## src/rtl/muldiv_seq.sv

```systemverilog
// rtl/muldiv_seq.sv - iterative RV32M multiply/divide sequencer, one bit per cycle

module muldiv_seq #(
  parameter int XLEN = 32
) (
  input  logic            i_clk,
  input  logic            i_reset,
  input  logic            i_start,
  input  logic [2:0]      i_op,
  input  logic [XLEN-1:0] i_A,
  input  logic [XLEN-1:0] i_B,
  output logic            o_busy,
  output logic            o_done,
  output logic [XLEN-1:0] o_result,
  output logic            o_load_regfile
);

  localparam int CW = $clog2(XLEN);

  localparam logic [2:0] OP_MUL    = 3'd0;
  localparam logic [2:0] OP_MULH   = 3'd1;
  localparam logic [2:0] OP_MULHSU = 3'd2;
  localparam logic [2:0] OP_MULHU  = 3'd3;
  localparam logic [2:0] OP_DIV    = 3'd4;
  localparam logic [2:0] OP_DIVU   = 3'd5;
  localparam logic [2:0] OP_REM    = 3'd6;
  localparam logic [2:0] OP_REMU   = 3'd7;

  localparam logic [XLEN-1:0] MIN_NEG  = {1'b1, {(XLEN-1){1'b0}}};
  localparam logic [XLEN-1:0] ALL_ONES = {XLEN{1'b1}};
  localparam logic [XLEN-1:0] ZERO     = {XLEN{1'b0}};

  typedef enum logic [1:0] {
    S_IDLE,
    S_CALC,
    S_FIX
  } state_t;

  state_t              state_q, state_d;
  logic [2:0]          op_q, op_d;
  logic [CW-1:0]       cnt_q, cnt_d;
  logic [2*XLEN-1:0]   acc_q, acc_d;
  logic [XLEN-1:0]     mag_a_q, mag_a_d;
  logic [XLEN-1:0]     mag_b_q, mag_b_d;
  logic [XLEN-1:0]     a_raw_q, a_raw_d;
  logic                neg_res_q, neg_res_d;
  logic                neg_rem_q, neg_rem_d;
  logic                div_zero_q, div_zero_d;
  logic                div_ovf_q, div_ovf_d;
  logic [XLEN-1:0]     result_q, result_d;
  logic                done_q, done_d;

  // Accept-time operand decode: signedness per op, signs and magnitudes
  logic                in_signed_a;
  logic                in_signed_b;
  logic                in_sign_a;
  logic                in_sign_b;
  logic [XLEN-1:0]     in_mag_a;
  logic [XLEN-1:0]     in_mag_b;
  logic                in_div_zero;
  logic                in_div_ovf;

  assign in_signed_a = (i_op != OP_MULHU) && (i_op != OP_DIVU) && (i_op != OP_REMU);
  assign in_signed_b = in_signed_a && (i_op != OP_MULHSU);
  assign in_sign_a   = in_signed_a & i_A[XLEN-1];
  assign in_sign_b   = in_signed_b & i_B[XLEN-1];
  assign in_mag_a    = in_sign_a ? -i_A : i_A;
  assign in_mag_b    = in_sign_b ? -i_B : i_B;
  assign in_div_zero = (i_B == ZERO);
  assign in_div_ovf  = ((i_op == OP_DIV) || (i_op == OP_REM)) &&
                       (i_A == MIN_NEG) && (i_B == ALL_ONES);

  // One shift-add multiply step: add multiplicand on the low bit, then shift right
  logic [XLEN:0]       mul_sum;
  logic [2*XLEN-1:0]   mul_step;

  assign mul_sum  = {1'b0, acc_q[2*XLEN-1:XLEN]} +
                    (acc_q[0] ? {1'b0, mag_a_q} : {(XLEN+1){1'b0}});
  assign mul_step = {mul_sum, acc_q[XLEN-1:1]};

  // One restoring divide step: shift remainder:quotient left, subtract if it fits
  logic [XLEN:0]       rem_sh;
  logic [XLEN-1:0]     rem_sub;
  logic                rem_ge;
  logic [2*XLEN-1:0]   div_step;

  assign rem_sh   = {acc_q[2*XLEN-1:XLEN], acc_q[XLEN-1]};
  assign rem_ge   = (rem_sh >= {1'b0, mag_b_q});
  assign rem_sub  = rem_sh[XLEN-1:0] - mag_b_q;
  assign div_step = rem_ge ? {rem_sub, acc_q[XLEN-2:0], 1'b1}
                           : {rem_sh[XLEN-1:0], acc_q[XLEN-2:0], 1'b0};

  // Sign fix-up and result selection, including the divide special cases
  logic [2*XLEN-1:0]   fix_prod;
  logic [XLEN-1:0]     fix_quo;
  logic [XLEN-1:0]     fix_rem;
  logic [XLEN-1:0]     fix_result;

  always_comb begin
    fix_prod   = neg_res_q ? -acc_q : acc_q;
    fix_quo    = neg_res_q ? -acc_q[XLEN-1:0] : acc_q[XLEN-1:0];
    fix_rem    = neg_rem_q ? -acc_q[2*XLEN-1:XLEN] : acc_q[2*XLEN-1:XLEN];
    fix_result = ZERO;
    case (op_q)
      OP_MUL:                       fix_result = fix_prod[XLEN-1:0];
      OP_MULH, OP_MULHSU, OP_MULHU: fix_result = fix_prod[2*XLEN-1:XLEN];
      OP_DIV, OP_DIVU: begin
        if (div_zero_q)     fix_result = ALL_ONES;
        else if (div_ovf_q) fix_result = MIN_NEG;
        else                fix_result = fix_quo;
      end
      OP_REM, OP_REMU: begin
        if (div_zero_q)     fix_result = a_raw_q;
        else if (div_ovf_q) fix_result = ZERO;
        else                fix_result = fix_rem;
      end
      default:              fix_result = ZERO;
    endcase
  end

  // Sequencer next-state: accept in IDLE, XLEN iterations in CALC, finish in FIX
  always_comb begin
    state_d    = state_q;
    op_d       = op_q;
    cnt_d      = cnt_q;
    acc_d      = acc_q;
    mag_a_d    = mag_a_q;
    mag_b_d    = mag_b_q;
    a_raw_d    = a_raw_q;
    neg_res_d  = neg_res_q;
    neg_rem_d  = neg_rem_q;
    div_zero_d = div_zero_q;
    div_ovf_d  = div_ovf_q;
    result_d   = result_q;
    done_d     = 1'b0;

    unique case (state_q)
      S_IDLE: begin
        if (i_start) begin
          state_d    = S_CALC;
          op_d       = i_op;
          cnt_d      = '0;
          mag_a_d    = in_mag_a;
          mag_b_d    = in_mag_b;
          a_raw_d    = i_A;
          neg_res_d  = in_sign_a ^ in_sign_b;
          neg_rem_d  = in_sign_a;
          div_zero_d = in_div_zero;
          div_ovf_d  = in_div_ovf;
          // Divide seeds the dividend into the quotient half, multiply seeds the multiplier
          acc_d      = i_op[2] ? {ZERO, in_mag_a} : {ZERO, in_mag_b};
        end
      end
      S_CALC: begin
        acc_d = op_q[2] ? div_step : mul_step;
        cnt_d = cnt_q + CW'(1);
        if (cnt_q == CW'(XLEN-1)) begin
          state_d = S_FIX;
        end
      end
      S_FIX: begin
        result_d = fix_result;
        done_d   = 1'b1;
        state_d  = S_IDLE;
      end
      default: state_d = S_IDLE;
    endcase
  end

  // State and datapath registers; reset discards any in-flight operation
  always_ff @(posedge i_clk) begin
    if (i_reset) begin
      state_q    <= S_IDLE;
      op_q       <= OP_MUL;
      cnt_q      <= '0;
      acc_q      <= '0;
      mag_a_q    <= '0;
      mag_b_q    <= '0;
      a_raw_q    <= '0;
      neg_res_q  <= 1'b0;
      neg_rem_q  <= 1'b0;
      div_zero_q <= 1'b0;
      div_ovf_q  <= 1'b0;
      result_q   <= '0;
      done_q     <= 1'b0;
    end else begin
      state_q    <= state_d;
      op_q       <= op_d;
      cnt_q      <= cnt_d;
      acc_q      <= acc_d;
      mag_a_q    <= mag_a_d;
      mag_b_q    <= mag_b_d;
      a_raw_q    <= a_raw_d;
      neg_res_q  <= neg_res_d;
      neg_rem_q  <= neg_rem_d;
      div_zero_q <= div_zero_d;
      div_ovf_q  <= div_ovf_d;
      result_q   <= result_d;
      done_q     <= done_d;
    end
  end

  assign o_busy         = (state_q != S_IDLE);
  assign o_done         = done_q;
  assign o_load_regfile = done_q;
  assign o_result       = result_q;

endmodule

```

## config.mk

```make
export PLATFORM = sky130hd
export DESIGN_NAME = muldiv_seq
export DESIGN_NICKNAME = d
export VERILOG_FILES = /design/src/rtl/muldiv_seq.sv
export SDC_FILE = /design/constraint.sdc
export NUM_CORES = 1
export LEC_CHECK = 0
export ABC_AREA = 1
export CAP_MARGIN = 15
export CORE_UTILIZATION = 41
export CTS_CLUSTER_DIAMETER = 30
export DETAILED_ROUTE_END_ITERATION = 16
export REMOVE_ABC_BUFFERS = 1
export SLEW_MARGIN = 30
export SYNTH_ARGS = -nofsm -noshare
export SYNTH_HDL_FRONTEND = slang
export SYNTH_SLANG_ARGS = --single-unit
```

## constraint.sdc

```tcl
create_clock -name i_clk -period 6.87 [get_ports i_clk]
set_input_delay 1.374 -clock i_clk [delete_from_list [all_inputs] [get_ports i_clk]]
set_output_delay 1.374 -clock i_clk [all_outputs]
set_load 0.01 [all_outputs]
```

==> results of run 1 <==
[metal layers]
metal / vias up / routed length (µm) / global-route usage (%)
met5: - / 0 / 0
met1: 11000 / 42100 / 55.6
met3: 159 / 11500 / 8.52
li1: 11600 / - / -
met2: 1375 / 37900 / 54.1
met4: 0 / 3200 / 12.7
[logic make-up after synthesis]
family                   Yosys count
AO/OA/AOI/OAI                    675
XOR/XNOR                          79
adder cells (fa/ha/maj)           73
buffers and inverters            645
flip-flops                       206
AND/OR/NAND/NOR                 1878
[state kept, by name (all words and copies together), names as in the netlist, 2 cells and up]
register  count
acc_q        64
mag_a_q      32
mag_b_q      32
o_result     32
a_raw_q      31
cnt_q         5
op_q          3
state_q       2
[report_power, final]
part	switching, mW	leakage (nW)	total, mW	internal, mW
Combinational	1.21	8.64	1.68	0.478
Clock	0.880	1.04	2.99	2.11
Sequential	0.112	1.69	1.40	1.28
[placed cells by master (no fill, tap or decap), types with 6 or more instances in the layout]
cell type / n
inv_1: 481
clkinv_2: 13
o21bai_1: 17
bufinv_16: 13
nor4_1: 6
o21ai_1: 11
nor2_1: 345
or2_2: 16
a31oi_1: 9
clkdlybuf4s50_1: 103
nand3_1: 358
o21ai_0: 266
nand2_2: 6
nor3_1: 25
dfxtp_1: 204
nand4_1: 54
xor2_1: 74
clkbuf_8: 6
nand3b_1: 9
buf_4: 36
clkbuf_16: 59
a21oi_1: 303
ha_1: 71
clkinvlp_4: 9
o211ai_1: 44
nand2_1: 1026
nor2_2: 16
inv_2: 14
[worst max-delay path, delay by kind of cell]
family / cells / cell delay (ns)
compound gates: 3 / 0.33
simple gates: 7 / 1.29
buf+inv: 4 / 1.50
[layout make-up]
class                           instances  area (µm²)
Timing Repair Buffer                  139        1300
Clock buffer                           68        1570
Multi-Input combinational cell       2705       13100
Tap cell                              615         769
Fill cell                            5168       24300
Sequential cell                       206        4130
Inverter                              498        1870
Clock inverter                         39         591
[metrics by stage]
stage | worst slack [ns] | util, % | power, mW
finish | 2.88 | 49.1 | 6.07
global route | 2.66 | 49.1 | 6.31
CTS | 2.95 | 49.1 | 6.02
detailed placement | 2.34 | 44.5 | 3.03
global placement | 2.43 | 44.5 | 3.04
floorplan | -0.122 | - | 2.41
[worst paths after layout]
kind,endpoint,slack [ns]
worst max-delay path,acc_q[29],2.88
worst max register to register,acc_q[63],3.00
worst min-delay path,o_result[27],0.46
worst min register to register,o_result[27],0.46
==> summary.txt, run 1 <==
Outcome
  – Status: complete, no violations

Yosys
  – Netlist cell types: 52
  – Synth Flop Type: dfxtp_1
  – Synth Area in Simple Gates: 39.9%
  – YS warnings: 0
  – Seq/Total Area, Yosys: 20.9%
  – Largest cells by area after synthesis: dfxtp_1, nand2_1, inv_1, nand3_1, a21oi_1
  – #FFs+latches synth: 206
  – Compound-Gate Fraction of Synth Area: 18.4%
  – Post-synthesis mux area share: 0%
  – Mapped Area: 0.0197 mm²
  – Number of synthesized flops with an enable pin: 0
  – Yosys top cell by area: dfxtp_1
  – Largest family of logic cells by synthesized area: simple AND/OR/NAND/NOR gates
  – Area share of the largest cell type after synthesis: 20.9%
  – Post-Syn Instances: 3556
  – Post-Synth Adder-Cell Area: 4.70%
  – Count leader, synth: nand2_1
  – Async set or reset register ratio after synthesis: 0%
  – Synth Area per Inst: 5.55 µm²
  – Xor/xnor share of the synthesized area: 3.51%
  – Most frequent cells after synthesis: nand2_1, inv_1, nand3_1

Critical path
  – CP Launch Type: input pin
  – Worst path arrival time: 4.53 ns
  – CP peak stage delay: 0.45 ns
  – CP Class: in -> reg
  – R2r startpoint: acc_q[31]
  – Slowest stage cell, crit path: clkdlybuf4s50_1
  – CP startpoint: i_op[2]
  – R2r worst-path depth: 14
  – Crit-path cells: clkdlybuf4s50_1, buf_4, inv_2, nor2_2, a21oi_1, nor2_4, buf_4, nand2_1, nand3_1, a21oi_1, or2_1, nand3_1, nand3_1, a21oi_1
  – Critical path capture point type: flop
  – Worst-path maximum fanout: 37
  – Critical Path RT: 7.41 ns

STA
  – Fmax: 251 MHz
  – Period utilization: 58.1%
  – Final Max Slew Viols: 0
  – Hold_ws: 0.460 ns
  – Final hold vios: 0
  – Fin Setup TNS: 0 ns
  – RSZ-0062 raised after global routing: no
  – Final setup fails: 0
  – Rel. slew slack: 36.4%
  – Tmin final: 3.99 ns
  – Worst Skew: 0.0230 ns
  – Worst-margin pin slew: 0.954 ns

Route
  – Detailed-route wire length: 94800 µm
  – Wire per inst: 22.2 µm
  – DRC violation count after routing: 0
  – Initial DRC count: 3365
  – Vias: 24200
  – Antenna viol nets, final: 0
  – Via/cell ratio: 5.67
  – DRT Pass-1 Iters: 6

GRT
  – Tot GR Track Use: 38.0%
  – Initial antenna violation count: 0
  – Vias in the first global route: 21500
  – Largest net degree at the start of global routing: 86
  – Gr ovfl total: 0
  – First-pass GRT wire length: 140000 µm

Die
  – Die area: 0.0490 mm²
  – Initial core utilization: 41.4%
  – IO Count: 105
  – Die W: 221 µm
  – DIE HEIGHT: 221 µm
  – FP Rows: 80
  – Core area: 0.0476 mm²

Layout
  – Syn-to-layout area delta: 18.5%
  – Layout Cells excl Fill: 4270
  – Nets: 3751
  – Fin area: 0.0234 mm²
  – Share of cells above drive strength 1: 5.83%
  – Diode count: 0

Pwr
  – Leak Pwr: 11.4 nW
  – IR Drop Worst-Case VDD: 283 µV
  – Power Density: 260 mW/mm²

Clocking
  – Total clock sinks: 206
  – Post-CTS resize count: 0
  – Clk root buf: clkbuf_16
  – Clk slew on worst S/H paths: 0.05 ns
  – # H-tree levels: 2
  – CTS Buf Count: 58
  – Clk Latency, worst-skew pair: 0.62 ns
  – CTS Buffer Depth: 3
  – Post-CTS setup buffer count: 0
  – CTS tree: done
  – Hold_buf cts: 0

Worst hold path
  – HP Class: reg -> reg
  – Hold path cells: 2
  – Worst Hold Launch: o_result[27]

Placement
  – Final HPWL DP: 73400 µm
  – Routability cong.: 1.03
  – Placed insts: 4163
  – Port bufs: 104
  – Placed instance area: 0.0212 mm²

Job
  – Max Cap Viol: 0
No activity file was read; power rests on OpenSTA's default activity.
==> run 2: changes to the inputs <==
==> constraint.sdc (replaced) <==
create_clock -name i_clk -period 4 [get_ports i_clk]
set_input_delay 0.8 -clock i_clk [delete_from_list [all_inputs] [get_ports i_clk]]
set_output_delay 0.8 -clock i_clk [all_outputs]
set_load 0.01 [all_outputs]
==> summary.txt, run 2 (same netlist as run 1, synthesis figures left out) <==
Die
  – IO Count: 105 (unchanged)
  – Die area: 0.0490 mm² (unchanged)
  – Initial core utilization: 41.4% (unchanged)
  – DIE HEIGHT: 221 µm (unchanged)
  – Core area: 0.0476 mm² (unchanged)
  – Die W: 221 µm (unchanged)
  – FP Rows: 80 (unchanged)

Route
  – Detailed-route wire length: 92800 µm (-2.1%)
  – Antenna viol nets, final: 0 (unchanged)
  – DRC violation count after routing: 0 (unchanged)
  – Initial DRC count: 2981 (-11%)
  – Via/cell ratio: 5.62 (-0.80%)
  – Vias: 24200 (-0.15%)
  – Wire per inst: 21.6 µm (-2.7%)
  – DRT Pass-1 Iters: 7 (+1)

STA
  – Final hold vios: 0 (unchanged)
  – Period utilization: 80.7%
  – Final Max Slew Viols: 0 (unchanged)
  – Tmin final: 3.23 ns
  – RSZ-0062 raised after global routing: no
  – Hold_ws: 0.460 ns (+0.0000400 ns)
  – Fmax: 310 MHz
  – Fin worst setup slack: 0.771 ns (-2.11 ns)
  – Rel. slew slack: 38.3% (+1.8 points)
  – Worst Skew: 0.0179 ns (-0.00519 ns)
  – Final setup fails: 0 (unchanged)
  – Worst-margin pin slew: 0.926 ns (-0.0277 ns)

Layout
  – Reg with most FFs: acc_q
  – Nets: 3777 (+0.69%)
  – Share of cells above drive strength 1: 6.52% (+0.69 points)
  – Max reg flops: 64 (unchanged)
  – Syn-to-layout area delta: 19.6%
  – Diode count: 0 (unchanged)
  – Fillers: 5286 (+2.3%)
  – Commonest non-fill, non-tap cell in the layout: nand2_1
  – Most frequent cells in the layout: nand2_1, inv_1, nand3_1, nor2_1, a21oi_1

Critical path
  – CP peak stage delay: 0.52 ns (+0.07 ns)
  – CP Class: reg -> reg
  – Slowest stage cell, crit path: a21boi_0
  – CP Launch Type: flop
  – CP delay by family, top: compound AO/OA/AOI/OAI gates
  – Critical path capture point type: flop
  – Worst path bufs/invs: 3 (-1)
  – Worst-path maximum fanout: 22 (-41%)
  – Crit-path cells: buf_4, nand2_1, inv_1, ha_1, a21oi_1, a21boi_0, nand3_1, nand2_1, inv_1, o21ai_0, nand3_1, a21oi_1
  – Critical Path RT: 4.53 ns (-2.88 ns)
  – Worst path arrival time: 3.76 ns (-0.77 ns)

GRT
  – Gr ovfl total: 0 (unchanged)
  – Initial antenna violation count: 0 (unchanged)
  – Tot GR Track Use: 37.0% (-1.0 points)
  – Largest net degree at the start of global routing: 127 (+48%)
  – First-pass GRT wire length: 137000 µm (-2.0%)
  – Vias in the first global route: 21500 (-0.042%)

Clocking
  – Hold_buf cts: 0 (unchanged)
  – Clk slew on worst S/H paths: 0.04 ns (about the same)
  – # H-tree levels: 2 (unchanged)
  – Post-CTS resize count: 0 (unchanged)
  – CTS tree: done
  – Clk root buf: clkbuf_16
  – Post-CTS setup buffer count: 0 (unchanged)
  – Total clock sinks: 206 (unchanged)
  – Clk Latency, worst-skew pair: 0.61 ns (about the same)
  – CTS Buf Count: 59 (+1.7%)
  – CTS Buffer Depth: 3 (unchanged)

Pwr
  – Sw Pwr: 3.77 mW (+72%)
  – Switch share: 36.6% (+0.37 points)
  – Leak Pwr: 11.5 nW (+1.1%)
  – IR Drop Worst-Case VDD: 319 µV (+13%)
  – PnR Total Power: 10.3 mW (+70%)
  – Pint: 6.54 mW (+69%)
  – Power Density: 437 mW/mm² (+68%)
  – Comb power frac: 28.6% (+0.8 points)
  – Sequential cell fraction of total power: 23.0% (about the same)
  – Share of total power in the clock network: 48.4% (-0.8 points)

Placement
  – Port bufs: 104 (unchanged)
  – Final HPWL DP: 72100 µm (-1.8%)
  – Place WS: 0.660 ns (-1.68 ns)
  – Routability cong.: 1.03 (-0.57%)

Outcome
  – Status: complete, no violations

Job
  – Max Cap Viol: 0 (unchanged)

Worst hold path
  – HP Class: reg -> reg
run 2: cell count changes in the layout (fill, tap and decap cells not counted), moves of 3 or more:
cell        change
bufinv_16       -4
buf_4          +19
clkinvlp_4      +4
buf_12          +6
clkinv_4        +3
clkbuf_16       +3
run 2: worst min-delay path, delay by kind of cell, from the launching register on:
family             cells  cell delay (ns)
DFF                    1             0.30
and+or+nand+nor        1             0.06
AOI/OAI and AO/OA      1             0.05
run 2: power by group through the flow:
stage / logic [mW] / clock network [mW] / registers (mW)
after detailed placement: 2.84 / 0 / 2.40
final: 2.95 / 4.99 / 2.37
after floorplan: 1.77 / 0 / 2.37
after CTS: 2.86 / 5.03 / 2.37
after global routing: 3.21 / 5.14 / 2.38
after global placement: 2.85 / 0 / 2.40
run 2: through the flow:
stage | utilization [%] | setup TNS [ns] | area [µm²] | instances
floorplan | - | -133.23 | 19100 | 3409
detailed placement | 45.1 | 0 | 21500 | 4188
finish | 49.5 | 0 | 23600 | 4298
global route | 49.5 | 0 | 23600 | 4298
global placement | 45.1 | 0 | 21500 | 4188
CTS | 49.5 | 0 | 23600 | 4298
run 2: worst paths after layout:
path                            slack, ns           end  depth (start not counted)          from
worst min-delay path                 0.46  o_result[23]                          2  o_result[23]
worst max register to register       0.77     acc_q[43]                         12      acc_q[0]
worst max-delay path                 0.77     acc_q[43]                         12      acc_q[0]
worst min register to register       0.46  o_result[23]                          2  o_result[23]
run 2: per-layer routing:
| layer | wire [µm] | track usage, % | up-vias |
|---|---|---|---|
| met3 | 10400 | 8.11 | 179 |
| met4 | 3360 | 12.9 | 0 |
| met2 | 36900 | 52.1 | 1348 |
| li1 | - | - | 11700 |
| met1 | 42200 | 54.4 | 11000 |
| met5 | 0 | 0 | - |
run 2: final cells by class:
type	count	area, µm²	area share (%)
clock buffer	71	1650	6.97
clock inverter	39	472	2.00
inverter	498	1870	7.93
multi-input combinational	2705	13100	55.7
sequential	206	4130	17.5
tap	615	769	3.26
timing repair buffer	164	1560	6.63
